## config.mk

```make
export PLATFORM = sky130hd
export DESIGN_NAME = mem_stage_ctrl
export DESIGN_NICKNAME = d
export VERILOG_FILES = /design/src/rtl/mem_stage_ctrl_pkg.sv /design/src/rtl/mem_stage_ctrl_ld_ext.sv /design/src/rtl/mem_stage_ctrl.sv
export SDC_FILE = /design/constraint.sdc
export NUM_CORES = 1
export LEC_CHECK = 0
export ABC_AREA = 1
export CORE_MARGIN = 2
export CORE_UTILIZATION = 55
export DETAILED_ROUTE_END_ITERATION = 10
export DONT_BUFFER_PORTS = 1
export PLACE_DENSITY = 0.81
export SYNTH_ARGS = -nofsm -noshare
export SYNTH_HDL_FRONTEND = slang
export SYNTH_HIERARCHICAL = 1
export SYNTH_SLANG_ARGS = --single-unit
```

## constraint.sdc

```tcl
create_clock -name clk -period 2.3 [get_ports clk]
set_input_delay 0.69 -clock clk [delete_from_list [all_inputs] [get_ports clk]]
set_output_delay 0.69 -clock clk [all_outputs]
set_load 0.01 [all_outputs]
```

## src/rtl/mem_stage_ctrl_pkg.sv

```systemverilog
// Shared encodings for the memory-stage controller: access types, FSM states,
// AXI-lite response coding, and the alignment / byte-lane helpers.
package mem_stage_ctrl_pkg;

    typedef enum logic [2:0] {
        MT_B  = 3'd0,
        MT_H  = 3'd1,
        MT_W  = 3'd2,
        MT_BU = 3'd3,
        MT_HU = 3'd4
    } mtype_e;

    typedef enum logic [2:0] {
        S_IDLE  = 3'd0,
        S_RADDR = 3'd1,
        S_RDATA = 3'd2,
        S_WREQ  = 3'd3,
        S_WRESP = 3'd4,
        S_DONE  = 3'd5
    } state_e;

    localparam logic RESP_ERR = 1'b1;

    function automatic logic is_half(input logic [2:0] mt);
        return (mt == MT_H) || (mt == MT_HU);
    endfunction

    function automatic logic misaligned(input logic [2:0] mt, input logic [1:0] ofs);
        return (is_half(mt) && ofs[0]) || ((mt == MT_W) && (ofs != 2'b00));
    endfunction

    function automatic logic [3:0] lane_strb(input logic [2:0] mt, input logic [1:0] ofs);
        if (mt == MT_W)
            return 4'b1111;
        else if (is_half(mt))
            return 4'b0011 << ofs;
        else
            return 4'b0001 << ofs;
    endfunction

endpackage

```

## src/rtl/mem_stage_ctrl_ld_ext.sv

```systemverilog
// Load-data aligner: moves the addressed byte/half down to bit 0 and extends it
// according to the access type.
module ld_ext
    import mem_stage_ctrl_pkg::*;
(
    input  logic [31:0] rdata,
    input  logic [1:0]  ofs,
    input  logic [2:0]  mtype,
    output logic [31:0] data
);

    logic [31:0]        shifted;
    logic signed [7:0]  sbyte;
    logic signed [15:0] shalf;
    logic signed [31:0] sbyte_ext;
    logic signed [31:0] shalf_ext;

    always_comb begin
        shifted   = rdata >> {ofs, 3'b000};
        sbyte     = shifted[7:0];
        shalf     = shifted[15:0];
        sbyte_ext = sbyte;
        shalf_ext = shalf;
        data      = shifted;
        case (mtype)
            MT_B:    data = sbyte_ext;
            MT_H:    data = shalf_ext;
            MT_BU:   data = {24'b0, shifted[7:0]};
            MT_HU:   data = {16'b0, shifted[15:0]};
            default: data = shifted;
        endcase
    end

endmodule

```

## src/rtl/mem_stage_ctrl.sv

```systemverilog
// Memory-stage controller: turns one execute-stage load/store request into an
// AXI-lite transaction and hands the (extended) result to writeback.
module mem_stage_ctrl
    import mem_stage_ctrl_pkg::*;
(
    input  logic        clk,
    input  logic        rst,
    input  logic        in_valid,
    output logic        in_ready,
    input  logic [31:0] in_addr,
    input  logic [31:0] in_wdata,
    input  logic        in_load,
    input  logic        in_store,
    input  logic [2:0]  in_mtype,
    output logic        out_valid,
    input  logic        out_ready,
    output logic [31:0] out_rdata,
    output logic        out_err,
    output logic [31:0] araddr,
    output logic        arvalid,
    input  logic        arready,
    input  logic [31:0] rdata,
    input  logic        rresp,
    input  logic        rvalid,
    output logic        rready,
    output logic [31:0] awaddr,
    output logic        awvalid,
    input  logic        awready,
    output logic [31:0] wdata,
    output logic [3:0]  wstrb,
    output logic        wvalid,
    input  logic        wready,
    input  logic        bresp,
    input  logic        bvalid,
    output logic        bready
);

    state_e      state, state_nx;
    logic        run;
    logic        aw_pend, w_pend;
    logic [31:0] addr_q, wdata_q;
    logic [2:0]  mtype_q;
    logic [31:0] ld_data;
    logic        accept, bad_req, is_mem, aw_left, w_left;

    assign accept  = in_valid && in_ready;
    assign is_mem  = in_load || in_store;
    assign bad_req = (in_load && in_store) ||
                     (is_mem && ((in_mtype > 3'd4) || misaligned(in_mtype, in_addr[1:0])));
    assign aw_left = aw_pend && !awready;
    assign w_left  = w_pend && !wready;

    always_comb begin
        state_nx = state;
        case (state)
            S_IDLE: begin
                if (accept) begin
                    if (bad_req || !is_mem) state_nx = S_DONE;
                    else if (in_load)       state_nx = S_RADDR;
                    else                    state_nx = S_WREQ;
                end
            end
            S_RADDR: if (arready) state_nx = S_RDATA;
            S_RDATA: if (rvalid) state_nx = S_DONE;
            // The two write channels finish independently; both may close in one cycle.
            S_WREQ:  if (!aw_left && !w_left) state_nx = S_WRESP;
            S_WRESP: if (bvalid) state_nx = S_DONE;
            S_DONE:  if (out_ready) state_nx = S_IDLE;
            default: state_nx = S_IDLE;
        endcase
    end

    always_ff @(posedge clk) begin
        if (rst) state <= S_IDLE;
        else     state <= state_nx;
    end

    // run keeps in_ready low for the whole reset period even though state is already IDLE.
    assign in_ready  = (state == S_IDLE) && run;
    assign arvalid   = (state == S_RADDR);
    assign rready    = (state == S_RDATA);
    assign awvalid   = (state == S_WREQ) && aw_pend;
    assign wvalid    = (state == S_WREQ) && w_pend;
    assign bready    = (state == S_WRESP);
    assign out_valid = (state == S_DONE);
    assign araddr    = {addr_q[31:2], 2'b00};
    assign awaddr    = {addr_q[31:2], 2'b00};
    assign wdata     = wdata_q;

    always_ff @(posedge clk) begin
        if (rst) begin
            run       <= 1'b0;
            aw_pend   <= 1'b0;
            w_pend    <= 1'b0;
            wstrb     <= 4'b0;
            out_rdata <= 32'b0;
            out_err   <= 1'b0;
        end else begin
            run <= 1'b1;
            if (accept) begin
                aw_pend   <= in_store;
                w_pend    <= in_store;
                wstrb     <= lane_strb(in_mtype, in_addr[1:0]);
                out_rdata <= 32'b0;
                out_err   <= bad_req;
            end
            if (state == S_WREQ) begin
                if (awready) aw_pend <= 1'b0;
                if (wready)  w_pend  <= 1'b0;
            end
            if ((state == S_RDATA) && rvalid) begin
                out_rdata <= ld_data;
                out_err   <= (rresp == RESP_ERR);
            end
            if ((state == S_WRESP) && bvalid)
                out_err <= (bresp == RESP_ERR);
        end
    end

    always_ff @(posedge clk) begin
        if (accept) begin
            addr_q  <= in_addr;
            wdata_q <= in_wdata << {in_addr[1:0], 3'b000};
            mtype_q <= in_mtype;
        end
    end

    ld_ext u_ld_ext (
        .rdata (rdata),
        .ofs   (addr_q[1:0]),
        .mtype (mtype_q),
        .data  (ld_data)
    );

endmodule

```

==> out/results.txt <==
Min-Delay Path Class = in -> reg
Fillers = 930
pwr dens = 867.0 nW/um2
RSZ-0062 raised after global routing = no
top-area cell type share of the netlist area = 0.3426
Critical Path End Type = output pin
worst slew pin tran = 0.5809 ns
Setup Skew = 0.01971 ns
fmax = 462.6 MHz
crit path kind = reg -> out
IO buf count = 0
final setup violation count = 0
mapped cell area = 5873 um2
critical path arrival = 1.47 ns
combinational group share of total power = 0.218
CP endpoint = wvalid
remaining global-route overflow = 0
CTS buffer count = 9
FF-to-FF path depth = 7
share of cells above drive strength 1 = 0.1021
CTS sink count = 110
chip height = 107.3 um
DR WL/cell = 17.71 um
Seq/Total Area, Yosys = 0.4891
top cells by count, synth = nand2_1, buf_4, edfxtp_1
leakage = 0.002311 uW
clock-pin slew on the worst setup and hold paths = 0.10 ns
maxcap violations = 0
final net count = 724
Max-slew headroom = 0.6113
fin crit period = 2.162 ns
Final Routed Wirelength = 13340 um
Clock power frac = 0.228
Vias/cell = 5.647
FF-to-FF setup slack = 0.26 ns
Tot GR Track Use = 0.2250
initial antenna violation count = 0
Seq pwr share = 0.553
initial core utilization = 0.5689
Max Buffers Root-to-Sink = 2
RR Startpoint = addr_q[0]$_DFFE_PN_
Synth cell types = 34
Slew Limit Fails = 0
postcts setup bufs = 0
clk root buf = clkbuf_8
Detail Placement HPWL = 9921 um
Net Sw Frac = 0.3516
# rows = 37
I/O Pins = 252
largest net degree at the start of global routing = 46
Final Wtd Congestion = 0.9406
status = finished clean
# hold bufs at CTS = 0
Worst path slowest cell = dfxtp_1
clk_lat worst skew = 0.37 ns
CP top delay family = simple AND/OR/NAND/NOR gates
setup tns final = 0 ns
Synth Flop Type = edfxtp_1
reg-to-reg endpoint = out_rdata[14]$_SDFFE_PP0P_
EDFF count, synth = 67
Sw Pwr = 1695 uW
Peak VDD IR = 470.6 uV
Worst path most repeated cell = nor2_1
vias post-DR = 4252
CTS tree = yes
Area contributors post-synth = edfxtp_1, dfxtp_1, nand2_1
CP Launch Type = flop
Routed Antenna Nets = 0
largest fanout on the critical path = 4
drt pass-1 iters = 6
WP data required = 1.61 ns
CP startpoint = state[0]$_SDFFE_PP0P_
post-synthesis sequential element count = 110
Mean Syn Cell Area = 8.475 um2
Worst path max stage delay = 0.42 ns
critical path depth in cells = 4
count of non-filler cells in the finished layout = 753
Int Pwr = 3127 uW
Post-CTS Resized = 0
synthesized instance count = 693
first-pass GRT wire length = 20220 um
ys async rst share = 0
Hold Violations, Final = 0
YS warnings = 6
final period utilization = 0.9398
Syn-to-layout area delta = -5.305%
die footprint = 11520 um2
most numerous cell in the Yosys netlist = nand2_1
die width = 107.3 um
area leader, netlist = edfxtp_1
Placeable Area = 10320 um2
worst path bufs/invs = 1
Inst Count DP = 737
crit-path cells = nand2_1, nor2_1, inv_1, nor2_1
H-tree depth = 3
DRC = 0
Starting DRT DRC Count = 415
vias in the first global route = 3894
n_diodes = 0
[how the worst min path moves through the flow]
stage / from / to / depth (start not counted)
2_1_floorplan: state[0]$_SDFFE_PP0P_ / state[0]$_SDFFE_PP0P_ / 2
3_3_place_gp: out_rdata[21]$_SDFFE_PP0P_ / out_rdata[21]$_SDFFE_PP0P_ / 2
3_5_place_dp: out_rdata[0]$_SDFFE_PP0P_ / out_rdata[0]$_SDFFE_PP0P_ / 2
4_1_cts: rst / state[2]$_SDFFE_PP0P_ / 1
5_1_grt: rst / out_rdata[2]$_SDFFE_PP0P_ / 1
6_report: rst / state[2]$_SDFFE_PP0P_ / 1
[cells in the final DEF, fill, tap and decap left out, drive strengths merged, types with 8 or more instances in the layout]
cell,instances
o21ai,24
o32ai,8
nand3,64
inv,56
clkbuf,9
nand2,184
a22oi,8
edfxtp,67
nor2,65
dfxtp,43
a21oi,63
[state kept, by name (all words and copies together), names as in the netlist, 3 cells and up]
register,flops
addr_q,32
mtype_q,3
out_rdata,32
state,3
wdata,32
wstrb,4
[stage by stage]
stage / hold slack [ns] / util / setup WS (ns) / total power [uW] / area [um2]
after floorplan: 0.4776 / - / 0.3271 / 3771 / 5884
after global placement: 0.4943 / 0.5202 / 0.3884 / 3720 / 5370
after detailed placement: 0.4965 / 0.5202 / 0.2847 / 3764 / 5370
after CTS: 0.3629 / 0.5387 / 0.1289 / 4859 / 5562
after global routing: 0.3615 / 0.5387 / 0.01975 / 5091 / 5562
final: 0.3814 / 0.5387 / 0.1384 / 4822 / 5562
[power groups by stage]
stage               sequential [uW]  combinational (uW)  clock [uW]
global placement               2700                1020           0
floorplan                      2580                1200           0
detailed placement             2720                1050           0
finish                         2670                1050        1100
CTS                            2670                1050        1140
global route                   2690                1180        1210
[logic make-up (layout without fill, tap and decap cells)]
group,count (synthesis),after routing,synth area share
simple gates,321,321,0.2480
buf+inv,155,76,0.1621
flops,110,110,0.4891
other cells,1,4,0.0006385
compound gates,106,106,0.1001
[area by class of cell]
| cell class | count | area, um2 | share of cell area |
|---|---|---|---|
| clock buffer | 9 | 123.9 | 0.02227 |
| clock inverter | 7 | 67.56 | 0.01215 |
| inverter | 54 | 210.2 | 0.03780 |
| multi-input combinational | 431 | 2059 | 0.3703 |
| sequential | 110 | 2873 | 0.5165 |
| tap | 136 | 170.2 | 0.03060 |
| timing repair buffer | 6 | 57.56 | 0.01035 |
[metal layers]
metal	wire length, um	GRT usage	vias up
met5	0	0	-
met3	1158	0.06477	17
li1	-	-	2047
met4	231	0.08425	0
met1	5222	0.2744	1973
met2	6727	0.3788	215
Note: power is estimated with default switching activity, not from simulation.
